--- config.mk ---
export PLATFORM = sky130hd
export DESIGN_NAME = regfile_sb
export DESIGN_NICKNAME = d
export VERILOG_FILES = /design/src/rtl/core_pkg.sv /design/src/rtl/regfile_scoreboard.sv /design/src/rtl/regfile_sb.sv
export SDC_FILE = /design/constraint.sdc
export NUM_CORES = 2
export LEC_CHECK = 0
export CAP_MARGIN = 30
export CORE_UTILIZATION = 50
export CTS_CLUSTER_DIAMETER = 150
export DETAILED_ROUTE_END_ITERATION = 10
export PLACE_DENSITY_LB_ADDON = 0.1
export SYNTH_ARGS = -nofsm -noshare
export SYNTH_HDL_FRONTEND = slang
export SYNTH_SLANG_ARGS = --single-unit
--- constraint.sdc ---
create_clock -name clk -period 8.1 [get_ports clk]
set_input_delay 1.215 -clock clk [delete_from_list [all_inputs] [get_ports clk]]
set_output_delay 1.215 -clock clk [all_outputs]
set_load 0.01 [all_outputs]
--- src/rtl/core_pkg.sv ---
// Shared definitions for the pipelined core's register-file slice.
package core_pkg;
  localparam int unsigned XLEN_DEF  = 32;
  localparam int unsigned NREGS_DEF = 32;
  localparam int unsigned AW_DEF    = $clog2(NREGS_DEF);

  typedef logic [AW_DEF-1:0] reg_addr_t;

  localparam int unsigned REG_ZERO = 0;
endpackage

--- src/rtl/regfile_scoreboard.sv ---
// Busy-bit scoreboard: tracks pending destinations, flags RAW hazards,
// counts pending registers and latches write-backs to idle registers.
module regfile_scoreboard
  import core_pkg::*;
#(
  parameter int unsigned NREGS  = NREGS_DEF,
  parameter int unsigned AW     = $clog2(NREGS),
  parameter int unsigned BYPASS = 1
) (
  input  logic          clk,
  input  logic          rst,
  input  logic          rd_req,
  input  logic [AW-1:0] rs1,
  input  logic [AW-1:0] rs2,
  input  logic          iss_en,
  input  logic [AW-1:0] iss_rd,
  input  logic          wb_en,
  input  logic [AW-1:0] wb_rd,
  output logic          stall,
  output logic [AW:0]   busy_cnt,
  output logic          wb_err
);
  logic [NREGS-1:0] busy, busy_nxt;
  logic [AW:0]      cnt_nxt;
  logic             hz1, hz2;
  logic             wb_live;

  assign wb_live = wb_en && (wb_rd != AW'(REG_ZERO));

  // Clear before set so a same-cycle re-issue keeps ownership of the register.
  always_comb begin
    busy_nxt = busy;
    if (wb_en)
      busy_nxt[wb_rd] = 1'b0;
    if (iss_en && (iss_rd != AW'(REG_ZERO)))
      busy_nxt[iss_rd] = 1'b1;
    busy_nxt[REG_ZERO] = 1'b0;
  end

  always_comb begin
    cnt_nxt = '0;
    for (int unsigned i = 0; i < NREGS; i++)
      cnt_nxt = cnt_nxt + (AW+1)'(busy_nxt[i]);
  end

  always_comb begin
    if (BYPASS != 0) begin
      hz1 = busy[rs1] && !(wb_en && (wb_rd == rs1));
      hz2 = busy[rs2] && !(wb_en && (wb_rd == rs2));
    end else begin
      hz1 = busy[rs1];
      hz2 = busy[rs2];
    end
    stall = rd_req && (hz1 || hz2);
  end

  always_ff @(posedge clk) begin
    if (rst) begin
      busy     <= '0;
      busy_cnt <= '0;
      wb_err   <= 1'b0;
    end else begin
      busy     <= busy_nxt;
      busy_cnt <= cnt_nxt;
      if (wb_live && !busy[wb_rd])
        wb_err <= 1'b1;
    end
  end
endmodule

--- src/rtl/regfile_sb.sv ---
// Two-read/one-write register file with write-first bypass, x0 hardwired
// to zero, registered read ports and an integrated RAW scoreboard.
module regfile_sb
  import core_pkg::*;
#(
  parameter int unsigned XLEN   = XLEN_DEF,
  parameter int unsigned NREGS  = NREGS_DEF,
  localparam int unsigned AW    = $clog2(NREGS),
  parameter int unsigned BYPASS = 1,
  parameter int unsigned DBG_EN = 1
) (
  input  logic            clk,
  input  logic            rst,
  input  logic            rd_req,
  input  logic [AW-1:0]   rs1,
  input  logic [AW-1:0]   rs2,
  output logic [XLEN-1:0] rdata1,
  output logic [XLEN-1:0] rdata2,
  output logic            rdata_vld,
  output logic            stall,
  input  logic            iss_en,
  input  logic [AW-1:0]   iss_rd,
  input  logic            wb_en,
  input  logic [AW-1:0]   wb_rd,
  input  logic [XLEN-1:0] wb_data,
  output logic [AW:0]     busy_cnt,
  output logic            wb_err,
  input  logic [AW-1:0]   dbg_addr,
  output logic [XLEN-1:0] dbg_data
);
  logic [XLEN-1:0] regs [NREGS];
  logic [XLEN-1:0] rd1_val, rd2_val;
  logic            wb_live;

  assign wb_live = wb_en && (wb_rd != AW'(REG_ZERO));

  regfile_scoreboard #(
    .NREGS (NREGS),
    .AW    (AW),
    .BYPASS(BYPASS)
  ) u_sb (
    .clk     (clk),
    .rst     (rst),
    .rd_req  (rd_req),
    .rs1     (rs1),
    .rs2     (rs2),
    .iss_en  (iss_en),
    .iss_rd  (iss_rd),
    .wb_en   (wb_en),
    .wb_rd   (wb_rd),
    .stall   (stall),
    .busy_cnt(busy_cnt),
    .wb_err  (wb_err)
  );

  always_ff @(posedge clk) begin
    if (rst) begin
      for (int unsigned i = 0; i < NREGS; i++)
        regs[i] <= '0;
    end else if (wb_live) begin
      regs[wb_rd] <= wb_data;
    end
  end

  always_comb begin
    rd1_val = regs[rs1];
    rd2_val = regs[rs2];
    if ((BYPASS != 0) && wb_live && (wb_rd == rs1))
      rd1_val = wb_data;
    if ((BYPASS != 0) && wb_live && (wb_rd == rs2))
      rd2_val = wb_data;
    if (rs1 == AW'(REG_ZERO))
      rd1_val = '0;
    if (rs2 == AW'(REG_ZERO))
      rd2_val = '0;
  end

  always_ff @(posedge clk) begin
    if (rst) begin
      rdata1    <= '0;
      rdata2    <= '0;
      rdata_vld <= 1'b0;
    end else if (rd_req && !stall) begin
      rdata1    <= rd1_val;
      rdata2    <= rd2_val;
      rdata_vld <= 1'b1;
    end else begin
      rdata_vld <= 1'b0;
    end
  end

  generate
    if (DBG_EN != 0) begin : g_dbg
      assign dbg_data = (dbg_addr == AW'(REG_ZERO)) ? '0 : regs[dbg_addr];
    end else begin : g_nodbg
      assign dbg_data = '0;
    end
  endgenerate
endmodule
**After elaboration in Yosys (flattened, before gate mapping)**

Memory sizes are Yosys's and may differ from the RTL's.
Cells that the tools add are included.

- RAM bits: 1024
- Output and inout bits: 105
- Memories kept: 1
- Word-level logic and storage cells: 99
- Register bits after elaboration: 104

Memory list:

| memory | words | bits a word | read ports | clocked after memory_dff | write ports | line | source |
|---|---|---|---|---|---|---|---|
| regs | 32 | 32 | 3 | 0 | 32 | regfile_sb.sv:31 | `logic [XLEN-1:0] regs [NREGS];` |

- Equality and inequality tests: 2
- Muxes and demuxes: 26
- Reductions and logical operators: 24
- Add/subtract/negate cells: 30
- Bitwise logic cells: 3
- $lt $le $gt $ge: 6

Operators with widths:

| kind | number |
|---|---|
| two-way mux 32 bit | 8 |
| adder 6 x 1 -> 6 bit | 29 |
| bitwise AND 32 bit | 1 |
| inverter 32 bit | 1 |
| OR 32 bit | 1 |
| OR reduction 32 bit | 1 |
| < comparator 5 x 6 -> 1 bit (second input constant) | 4 |
| binary-select mux 1 bit (select 5 bit) | 3 |
| zero test 5 bit | 3 |
| logical AND 1 bit | 13 |
| two-way mux 1 bit | 12 |
| demux 1 bit (select 5 bit) | 2 |
| equality test 5 bit | 2 |
| >= comparator 5 x 1 -> 1 bit (second input constant) | 2 |
| nonzero test 5 bit | 2 |
| two-way mux 5 bit | 1 |
| zero test 1 bit | 4 |
| adder 1 x 1 -> 2 bit | 1 |
| logical OR 1 bit | 1 |

**Depth between registers and ports, before layout**

- Word-level depth: 39
- Depth in mapped cells: 25
- Depth with buffers taken out: 23

**Hierarchy**

A second synthesis with hierarchy kept.

- Cell total of the unflattened synthesis: 4460
- Area total of the unflattened synthesis: 67329.6 um^2

By module, submodules not included:

| module | cells each | times used | seq. area each (um^2) | area an instance (um^2) |
|---|---|---|---|---|
| regfile_sb | 4123 | 1 | 32050.7 | 64110.2 |
| regfile_scoreboard | 337 | 1 | 760.7 | 3219.3 |

**Least setup slack after synthesis**

Ideal clock, no wire load.

- Path kind: input to register
- Start point: input port wb_rd[0]
- End point: register u_sb.busy_cnt[4]
- Slack: 1.286 ns
- Arrival time: 6.686 ns
- Required time: 7.972 ns
- Stages on the path: 24
- Buffers on the path: 2
- Path through: buf_2 -> buf_1 -> nand2_1 -> or3_1 -> a22o_1 -> ha_1 -> fa_1 -> fa_1 -> inv_1 -> fa_1 -> inv_1 -> fa_1 -> fa_1 -> inv_1 -> fa_1 -> inv_1 -> ha_1 -> inv_1 -> fa_1 -> inv_1 -> a21o_1 -> a21oi_1 -> xor2_1 -> nor2_1

- Longest elaborated chain between the ends: 39
- Elaborated cells on any way between the ends: 40

Ends and longest elaborated chain:

| element | line | source |
|---|---|---|
| start: declaration | regfile_sb.sv:24 | `input logic [AW-1:0] wb_rd,` |
| < comparator 5 x 6 -> 1 bit (implied by the code) / >= comparator 5 x 1 -> 1 bit (equally long branches) | regfile_scoreboard.sv:34 | `busy_nxt[wb_rd] = 1'b0;` |
| logical AND 1 bit (implied by the code) | regfile_scoreboard.sv:34 |  |
| two-way mux 1 bit (implied by the code) | regfile_scoreboard.sv:34 |  |
| demux 1 bit (select 5 bit) * | - |  |
| inverter 32 bit (no line) * | - |  |
| bitwise AND 32 bit (no line) * | - |  |
| two-way mux 32 bit * | regfile_scoreboard.sv:33 | `if (wb_en)` |
| OR 32 bit (no line) | - |  |
| two-way mux 32 bit * | regfile_scoreboard.sv:35 | `if (iss_en && (iss_rd != AW'(REG_ZERO)))` |
| net u_sb.busy_nxt[1] | regfile_scoreboard.sv:23 | `logic [NREGS-1:0] busy, busy_nxt;` |
| adder 1 x 1 -> 2 bit * | regfile_scoreboard.sv:43 | `cnt_nxt = cnt_nxt + (AW+1)'(busy_nxt[i]);` |
| adder 6 x 1 -> 6 bit * (29 in a row) | regfile_scoreboard.sv:43 |  |
| end signal: assignment | regfile_scoreboard.sv:64 | `busy_cnt <= cnt_nxt;` |
| end: declaration | regfile_scoreboard.sv:20 | `output logic [AW:0] busy_cnt,` |

The timed path passes the listed nets; every way through them passes the cells marked *.
A chain may end at the register's enable or synchronous reset.

**Worst setup path after layout**

- Start point: input port wb_rd[2]
- End point: register u_sb.busy_cnt[4]

- Elaborated cells on any way between the ends: 40

RTL lines:

| element | line |
|---|---|
| < comparator 5 x 6 -> 1 bit (implied by the code) / >= comparator 5 x 1 -> 1 bit (equally long branches) | regfile_scoreboard.sv:34 |
| logical AND 1 bit (implied by the code) | regfile_scoreboard.sv:34 |
| two-way mux 1 bit (implied by the code) | regfile_scoreboard.sv:34 |
| demux 1 bit (select 5 bit) * | - |
| inverter 32 bit (no line) * | - |
| bitwise AND 32 bit (no line) * | - |
| two-way mux 32 bit * | regfile_scoreboard.sv:33 |
| OR 32 bit (no line) | - |
| two-way mux 32 bit * | regfile_scoreboard.sv:35 |
| net u_sb.busy_nxt[5] | regfile_scoreboard.sv:23 |
| adder 6 x 1 -> 6 bit * (27 in a row) | regfile_scoreboard.sv:43 |

Marked as above.

==> impl_metrics.tcl <==
set metrics [dict create \
    coreArea_sq_um 135000 \
    cts-root-buf "clkbuf_16" \
    critPathSlowestCell "nor3b_1" \
    clk_pin_slew_worst_paths_ns 0.06 \
    worstPathArrival_ns 7.38 \
    power_mw 15.3 \
    synth-seq-cells 1127 \
    final_cell_area_sq_um 76600 \
    async_reset_ff_share_pct 0 \
    period_share_pct 83.3 \
    grt_pass1_vias 46700 \
    max-cap-violations 0 \
    grt_pass1_wl_mm 361 \
    syn_avg_cell_area_sq_um 14.3 \
    drt-pass1-iter-count 6 \
    p_sw_mw 4.16 \
    synth_ff_type "edfxtp_1" \
    grt_remaining_overflow 0 \
    crit_type "in -> reg" \
    synth_edf_count 1024 \
    hold_viol_final 0 \
    setup_violations 0 \
    yosysUniqueCellTypes 54 \
    wl_per_cell_um 39.4 \
    netlist_instances 4784 \
    tightest_slew_ns 1.18 \
    clock_path_buffers 3 \
    path_cells "clkdlybuf4s50_1 > buf_4 > nor3b_1 > nand2_1 > a22o_1 > fa_1 > fa_1 > inv_1 > fa_1 > inv_1 > fa_1 > fa_1 > inv_1 > fa_1 > inv_1 > ha_1 > inv_1 > fa_1 > inv_1 > a21o_1 > a21oi_1 > xor2_1 > nor2_1" \
    p_int_mw 11.2 \
    grt_max_degree 103 \
    irDropWorstVdd_v 0.000165 \
    switching_share_pct 27.1 \
    cts_hold_buf 0 \
    ios 167 \
    numPortBuffers 166 \
    dpl_cell_area_sq_um 72400 \
    relSlewSlack_pct 21.5 \
    drc 0 \
    ys_seq_area_share_pct 48.0 \
    fin_tns_setup_ns 0 \
    layout_common_cells "1,024 x edfxtp_1, 748 x mux4_2, 627 x and2_1, 462 x mux2i_1, 375 x nor3_1" \
    postCtsResizedCells 0 \
    leakage_nw 26.0 \
    combPwrFrac_pct 17.0 \
    clock_skew_ns 0.0197 \
    drtAntennaViolNets 0 \
    p_per_area_nw_per_um2 200 \
    cts_made_buffers 133 \
    rsz0062_at_grt "false" \
    vias_per_cell 7.30 \
    die_h_um 372 \
    place_congestion 0.896 \
    dieWidth_um 372 \
    vias 48400 \
    drt_iter0_drc 7846 \
    antenna_found_initial 29 \
    slew_viol_final 0 \
    min_path_type "reg -> reg" \
    ys.warnings.count 0 \
    crit_path_start_kind "primary input" \
    drt-total-wl_mm 261 \
    synthToLayoutAreaGrowth_pct 12.1 \
    die_area_sq_um 138000 \
    max_freq_mhz 148 \
    p_clk_share_pct 37.9 \
    outcome "complete, no violations" \
    worst_skew_pair.late_latency_ns 0.79 \
    crit_top_cell "fa_1" \
    p_seq_share_pct 45.0 \
    cp.required_ns 8.74 \
    row_count 135 \
    cts_tree "built" \
    crit_path_max_incr_delay_ns 0.67 \
    cts-htree-levels 4 \
    syn-cell-area_sq_um 68300 \
    start_util_pct 50.4 \
    grtUsageTotal_pct 37.9 \
    fin_crit_ns 6.75 \
    layout_commonest_cell "edfxtp_1" \
    drive_gt1_share_pct 26.1 \
    cts_sinks 1127 \
    crit_fanout 17 \
    fin_nets 4823 \
    hpwlAfterDp_mm 151 \
    crit_path_end_kind "flop" \
    postCtsSetupBuffers 0 \
]
through the flow:
stage	utilization, %	std cells	setup slack (ns)	hold WS [ns]
2_1_floorplan	-	4815	1.29	0.479
3_3_place_gp	53.1	6354	0.599	0.443
3_5_place_dp	53.4	6374	0.617	0.447
4_1_cts	56.5	6607	1.43	0.457
5_1_grt	56.5	6610	1.01	0.472
6_report	56.5	6628	1.35	0.453
critical path, delay by kind of cell:
kind                     cells  cell delay, ns
AO/OA/AOI/OAI                3            0.41
AND/OR/NAND/NOR              3            0.85
XOR/XNOR                     1            0.13
adder cells (fa/ha/maj)      8            3.52
buffers and inverters        8            1.25
power groups by stage:
| stage | clock [mW] | sequential, mW | combinational [mW] |
|---|---|---|---|
| 2_1_floorplan | 0 | 6.97 | 1.56 |
| 3_3_place_gp | 0 | 6.99 | 2.52 |
| 4_1_cts | 5.84 | 6.89 | 2.56 |
| 5_1_grt | 6.05 | 6.94 | 2.69 |
| 6_report | 5.82 | 6.91 | 2.61 |
| 3_5_place_dp | 0 | 7.01 | 2.55 |
synth_stat cells, types with 25 or more instances:
cell type / n / area share (%)
mux4_2: 748 / 25
inv_1: 46 / 0.25
a221oi_1: 85 / 1.1
nand2_1: 122 / 0.67
mux2_2: 42 / 0.69
mux2i_1: 462 / 6.8
a22o_1: 68 / 0.87
buf_4: 25 / 0.27
edfxtp_1: 1024 / 45
buf_1: 58 / 0.32
clkbuf_1: 411 / 2.3
o21ai_0: 76 / 0.56
buf_2: 83 / 0.61
nor2_1: 103 / 0.57
a21oi_1: 38 / 0.28
nor3_1: 377 / 2.8
dfxtp_1: 103 / 3.0
and2_1: 629 / 5.8
o22ai_1: 46 / 0.42
a22oi_1: 56 / 0.62
path summary, 6_finish.rpt:
| kind | end | depth (start not counted) | slack, ns | from |
|---|---|---|---|---|
| worst max-delay path | u_sb.busy_cnt[4] | 23 | 1.35 | wb_rd[2] |
| worst min-delay path | rdata1[21] | 2 | 0.45 | rdata1[21] |
| worst max register to register | u_sb.busy_cnt[4] | 20 | 2.86 | u_sb.busy[1] |
| worst min register to register | rdata1[21] | 2 | 0.45 | rdata1[21] |
layout make-up:
cell class                 instances  area (sq um)
clock buffer                     193          3770
antenna                           20          50.0
tap                             1781          2230
sequential                      1127         32800
fill                           10700         58900
inverter                          46           178
multi-input combinational       3062         33700
clock inverter                    40           322
timing repair buffer             359          3550
routing by layer:
metal | up-vias | wire, um | track usage (%) | share of wire [%]
met1 | 25000 | 95700 | 50.4 | 37
met2 | 3752 | 119000 | 57.1 | 45
li1 | 19000 | - | - | -
met5 | - | 75 | 0 | 0.029
met4 | 12 | 12900 | 18.5 | 4.9
met3 | 697 | 34100 | 11.1 | 13
cell families after synthesis:
| kind of cell | Yosys count | share of synthesized area (%) |
|---|---|---|
| AND/OR/NAND/NOR | 1281 | 10.2 |
| multiplexers | 1253 | 32.1 |
| flip-flops | 1127 | 48.0 |
| buffers and inverters | 626 | 3.76 |
| AO/OA/AOI/OAI | 451 | 4.84 |
| adder cells (fa/ha/maj) | 32 | 0.839 |
| XOR/XNOR | 13 | 0.167 |
| other | 1 | 0.00549 |
registers in the layout, summed over array words and instances (netlist names):
| register | count |
|---|---|
| rdata1 | 32 |
| u_sb.busy_cnt | 6 |
| rdata_vld | 1 |
| rdata2 | 32 |
| u_sb.wb_err | 1 |
| regs | 1024 |
| u_sb.busy | 31 |
Note: power is estimated with default switching activity, not from simulation.
